`src/rtl/sysid_check_ctrl.sv`:
```
// rtl/sysid_check_ctrl.sv - Avalon-MM system-ID read/compare sequencer.
// Optional per-read abort counter enabled by defining SYSID_CHECK_TIMEOUT_EN.
module sysid_check_ctrl #(
    parameter logic [31:0] EXPECTED_ID    = 32'd0,
    parameter logic [31:0] EXPECTED_TS    = 32'd1463451056,
    parameter bit          AUTO_START     = 1'b1,
    parameter int unsigned TIMEOUT_CYCLES = 255
) (
    input  logic        clock,
    input  logic        reset,
    input  logic        start,
    output logic        avm_address,
    output logic        avm_read,
    input  logic        avm_waitrequest,
    input  logic        avm_readdatavalid,
    input  logic [31:0] avm_readdata,
    output logic        busy,
    output logic        done,
    output logic        id_ok,
    output logic        ts_ok,
    output logic [31:0] id_value,
    output logic [31:0] ts_value,
    output logic        timeout
);

    typedef enum logic [2:0] {
        IDLE    = 3'd0,
        REQ_ID  = 3'd1,
        WAIT_ID = 3'd2,
        REQ_TS  = 3'd3,
        WAIT_TS = 3'd4,
        FINISH  = 3'd5
    } state_t;

    state_t      state_q, state_d;
    logic        auto_q, auto_d;
    logic        avm_read_q, avm_read_d;
    logic        avm_address_q, avm_address_d;
    logic        busy_q, busy_d;
    logic        done_q, done_d;
    logic        id_ok_q, id_ok_d;
    logic        ts_ok_q, ts_ok_d;
    logic [31:0] id_value_q, id_value_d;
    logic [31:0] ts_value_q, ts_value_d;

`ifdef SYSID_CHECK_TIMEOUT_EN
    localparam logic [15:0] TMO_LIMIT = 16'(TIMEOUT_CYCLES);

    logic [15:0] cnt_q, cnt_d;
    logic [15:0] cnt_inc;
    logic        in_xfer;
    logic        data_wins;
    logic        timeout_q, timeout_d;
`else
    logic unused_timeout_cfg;
    assign unused_timeout_cfg = (TIMEOUT_CYCLES == 0);
`endif

    always_comb begin
        state_d       = state_q;
        auto_d        = auto_q;
        avm_read_d    = avm_read_q;
        avm_address_d = avm_address_q;
        busy_d        = busy_q;
        done_d        = 1'b0;
        id_ok_d       = id_ok_q;
        ts_ok_d       = ts_ok_q;
        id_value_d    = id_value_q;
        ts_value_d    = ts_value_q;

        case (state_q)
            IDLE: begin
                if (start || auto_q) begin
                    auto_d        = 1'b0;
                    state_d       = REQ_ID;
                    avm_read_d    = 1'b1;
                    avm_address_d = 1'b0;
                    busy_d        = 1'b1;
                    id_ok_d       = 1'b0;
                    ts_ok_d       = 1'b0;
                end
            end
            REQ_ID: begin
                if (!avm_waitrequest) begin
                    avm_read_d = 1'b0;
                    state_d    = WAIT_ID;
                end
            end
            WAIT_ID: begin
                if (avm_readdatavalid) begin
                    id_value_d    = avm_readdata;
                    id_ok_d       = (avm_readdata == EXPECTED_ID);
                    state_d       = REQ_TS;
                    avm_read_d    = 1'b1;
                    avm_address_d = 1'b1;
                end
            end
            REQ_TS: begin
                if (!avm_waitrequest) begin
                    avm_read_d = 1'b0;
                    state_d    = WAIT_TS;
                end
            end
            WAIT_TS: begin
                if (avm_readdatavalid) begin
                    ts_value_d = avm_readdata;
                    ts_ok_d    = (avm_readdata == EXPECTED_TS);
                    state_d    = FINISH;
                    done_d     = 1'b1;
                end
            end
            FINISH: begin
                state_d = IDLE;
                busy_d  = 1'b0;
            end
            default: begin
                state_d    = IDLE;
                avm_read_d = 1'b0;
                busy_d     = 1'b0;
            end
        endcase

`ifdef SYSID_CHECK_TIMEOUT_EN
        timeout_d = timeout_q;
        in_xfer   = (state_q == REQ_ID) || (state_q == WAIT_ID) ||
                    (state_q == REQ_TS) || (state_q == WAIT_TS);
        cnt_inc   = cnt_q + 16'd1;
        data_wins = ((state_q == WAIT_ID) || (state_q == WAIT_TS)) && avm_readdatavalid;

        if ((state_d != state_q) && ((state_d == REQ_ID) || (state_d == REQ_TS))) begin
            cnt_d = 16'd0;
        end else if (in_xfer) begin
            cnt_d = cnt_inc;
        end else begin
            cnt_d = cnt_q;
        end

        if ((state_q == IDLE) && (state_d == REQ_ID)) begin
            timeout_d = 1'b0;
        end

        // A read completing on the limit cycle takes precedence over the abort.
        if (in_xfer && (cnt_inc == TMO_LIMIT) && !data_wins) begin
            state_d    = FINISH;
            avm_read_d = 1'b0;
            timeout_d  = 1'b1;
            done_d     = 1'b1;
        end
`endif
    end

    always_ff @(posedge clock or posedge reset) begin
        if (reset) begin
            state_q       <= IDLE;
            auto_q        <= AUTO_START;
            avm_read_q    <= 1'b0;
            avm_address_q <= 1'b0;
            busy_q        <= 1'b0;
            done_q        <= 1'b0;
            id_ok_q       <= 1'b0;
            ts_ok_q       <= 1'b0;
            id_value_q    <= 32'd0;
            ts_value_q    <= 32'd0;
`ifdef SYSID_CHECK_TIMEOUT_EN
            cnt_q         <= 16'd0;
            timeout_q     <= 1'b0;
`endif
        end else begin
            state_q       <= state_d;
            auto_q        <= auto_d;
            avm_read_q    <= avm_read_d;
            avm_address_q <= avm_address_d;
            busy_q        <= busy_d;
            done_q        <= done_d;
            id_ok_q       <= id_ok_d;
            ts_ok_q       <= ts_ok_d;
            id_value_q    <= id_value_d;
            ts_value_q    <= ts_value_d;
`ifdef SYSID_CHECK_TIMEOUT_EN
            cnt_q         <= cnt_d;
            timeout_q     <= timeout_d;
`endif
        end
    end

    assign avm_read    = avm_read_q;
    assign avm_address = avm_address_q;
    assign busy        = busy_q;
    assign done        = done_q;
    assign id_ok       = id_ok_q;
    assign ts_ok       = ts_ok_q;
    assign id_value    = id_value_q;
    assign ts_value    = ts_value_q;
`ifdef SYSID_CHECK_TIMEOUT_EN
    assign timeout     = timeout_q;
`else
    assign timeout     = 1'b0;
`endif

endmodule

```
`config.mk`:
```
export PLATFORM = sky130hd
export DESIGN_NAME = sysid_check_ctrl
export DESIGN_NICKNAME = d
export VERILOG_FILES = /design/src/rtl/sysid_check_ctrl.sv
export SDC_FILE = /design/constraint.sdc
export NUM_CORES = 1
export LEC_CHECK = 0
export ABC_AREA = 1
export CELL_PAD_IN_SITES_DETAIL_PLACEMENT = 1
export CELL_PAD_IN_SITES_GLOBAL_PLACEMENT = 1
export CORE_MARGIN = 1
export CORE_UTILIZATION = 36
export CTS_CLUSTER_DIAMETER = 40
export DETAILED_ROUTE_END_ITERATION = 12
export GPL_TIMING_DRIVEN = 0
export PLACE_DENSITY_LB_ADDON = 0.12
export SLEW_MARGIN = 20
export SYNTH_ARGS = -nofsm -noshare
export SYNTH_HDL_FRONTEND = slang
export SYNTH_SLANG_ARGS = --single-unit
```
`constraint.sdc`:
```
create_clock -name clock -period 5 [get_ports clock]
set_input_delay 0.5 -clock clock [delete_from_list [all_inputs] [get_ports clock]]
set_output_delay 0.5 -clock clock [all_outputs]
set_load 0.03 [all_outputs]
```
==> impl_results.md <==
- Outcome: finished, final reports clean
- Avg Cell Area, Syn: 9.14 sq um
- Post-CTS resize count: 0
- Remaining antenna violation count: 0
- WS Path Type: reg -> out
- Most used DFF post-synth: dfrtp_1
- Die extent in x: 97.5 microns
- Cell Area, Synth: 3280 sq um
- Top Family by Delay on Critical Path: buffers and inverters
- 1st-pass router iterations: 4
- # hold bufs at CTS: 0
- Vias in the first global route: 3109
- First-pass GRT wire length: 15.8 mm
- GRT Resource Usage Total: 0.211
- Fmax achieved: 515 MHz
- Initial antenna violation count: 0
- Ys Warns: 0
- Reg2Reg Depth: 8
- Final worst slack: 3060 ps
- Port buffer count: 106
- EDFF count, synth: 0
- Commonest non-fill, non-tap cell in the layout: nand2_1
- Synth async-reset ratio: 1.00
- Slew Viols, Final: 0
- DR WL/cell: 15.6 microns
- Worst R2R Start: state_q[0]$_DFFE_PP0P_
- Post-CTS Setup Repair Bufs: 0
- Clock sinks: 74
- Antenna diode count: 0
- CTS tree: built
- CP cell instances: clkdlybuf4s50_1
- Worst-path fanout max: 2
- Worst Hold Class: reg -> reg
- GP Congestion: 0.789
- Critical path capture point type: output pin
- Crit path capture: ts_value[23]
- Synthesis-to-finish area growth: 45.8%
- I/O Pins: 108
- Area after DPL: 4500 sq um
- Fin crit share: 0.388
- Critical path data arrival time: 1440 ps
- Levels on crit path: 1
- Initial DRC count: 50
- DR DRC count: 0
- Synth unique cells: 25
- Power Density: 703 nW/um^2
- Largest net degree at the start of global routing: 39
- Mapped Cells: 359
- Leak: 0.00231 uW
- Element type at the critical path start: register
- RSZ-0062 raised after global routing: no
- Maxcap violations: 0
- CP max-delay cell: clkdlybuf4s50_1
- Hold Crit Depth: 2
- Proportion of layout cells with a drive suffix above 1: 0.149
- H-tree depth: 3
- Critical Path Source: ts_value[23]$_DFFE_PP0P_
- Seq/Total Area, Yosys: 0.565
- Core outline area: 8760 sq um
- Via count: 2786
- Final nets: 514
- Final instance area: 4780 sq um
- Placed cells: 574
- Detail Placement HPWL: 6.77 mm
- Setup WS pre-CTS: 3160 ps
- Site Rows: 34
- Setup TNS: 0 ps
- Final Instance Count excl. Fillers: 590
- Hold_ws: 444 ps
- Worst Path Required: 4500 ps
- Gr ovfl total: 0
- Final Setup Violations: 0
- #FFs+latches synth: 74
- Reg2reg end: ts_value[2]$_DFFE_PP0P_
- R2R setup slack: 3510 ps
- Routed Wire Length: 9.23 mm
- Root Driver: clkbuf_8
- Min Tclk post-route: 1940 ps
- Worst-Skew Late Latency: 350 ps
- Starting Density: 0.374
- Final hold violations: 0
- Peak supply drop: 0.000299 V
- WP buf/inv: 1
- Clk buf depth: 2
- Clk slew on worst S/H paths: 80 ps
- Most frequent cells in the layout: 107 x nand2_1, 106 x clkdlybuf4s50_1, 73 x dfrtp_1
- Die ar.: 9500 sq um
- Net Count, Synth: 396
- CTS Buf Count: 9
- Slowest stage delay, CP: 730 ps
- Skew final: 6.05 ps
- Avg Vias per Cell: 4.72
- Vert. Die Dim: 97.5 microns
-- Yosys cell counts, types with 2 or more instances --
cell	n	area [sq um]
nor2_1	30	113
nand2_2	2	12.5
o21ai_0	19	95.1
clkbuf_2	2	10.0
nor2_4	2	22.5
buf_6	9	101
o21ai_2	31	272
inv_2	3	11.3
o21ai_1	15	75.1
nand3_1	7	35.0
inv_1	44	165
dfrtp_1	73	1830
nand2_1	107	402
nand4_1	4	25.0
-- layer usage --
metal | up-vias | global-route usage | part of all wire
met3 | 12 | 0.0525 | 0.051
met5 | - | 0 | 0
met2 | 69 | 0.360 | 0.49
met1 | 1349 | 0.266 | 0.45
li1 | 1356 | - | -
met4 | 0 | 0.0543 | 0.011
-- state kept, by name, summed over array words and instances, names as in the netlist --
name,flops
id_value,32
ts_value,32
state_q,3
auto_q,1
avm_address,1
avm_read,1
busy,1
done,1
id_ok,1
ts_ok,1
-- worst min-delay path by stage --
stage                               endpoint               start
after CTS                 auto_q$_DFFE_PP1P_  auto_q$_DFFE_PP1P_
after floorplan           auto_q$_DFFE_PP1P_  auto_q$_DFFE_PP1P_
after global routing      auto_q$_DFFE_PP1P_  auto_q$_DFFE_PP1P_
after global placement    auto_q$_DFFE_PP1P_  auto_q$_DFFE_PP1P_
after detailed placement  auto_q$_DFFE_PP1P_  auto_q$_DFFE_PP1P_
final                     auto_q$_DFFE_PP1P_  auto_q$_DFFE_PP1P_
-- logic make-up after synthesis --
group           share of synthesized area
buf+inv                             0.102
compound gates                      0.141
flops                               0.565
other cells                       0.00114
simple gates                        0.191
-- cell type report --
class	count	area (sq um)
clock buffers	12	165
multi-input cells	223	1090
plain buffers	15	158
well taps	108	135
inverters	47	179
repair buffers	107	1080
flip-flops and latches	74	1850
clock inverters	4	120
fillers	1039	3980
-- through the flow --
stage,total power [uW],utilization
finish,3360,0.546
global route,3560,0.546
CTS,3400,0.546
detailed placement,2730,0.513
global placement,2680,0.511
floorplan,2020,-
-- power by group --
group | internal, uW | switching (uW)
sequential | 871 | 165
clock | 423 | 232
combinational | 685 | 986
-- worst register-to-register path: cells and delay by family, from the launching register on --
| kind | cells | cell delay [ps] |
|---|---|---|
| buffers and inverters | 3 | 380 |
| DFF | 1 | 480 |
| and+or+nand+nor | 4 | 390 |
| AOI/OAI and AO/OA | 1 | 110 |
No activity file was read; power rests on OpenSTA's default activity.
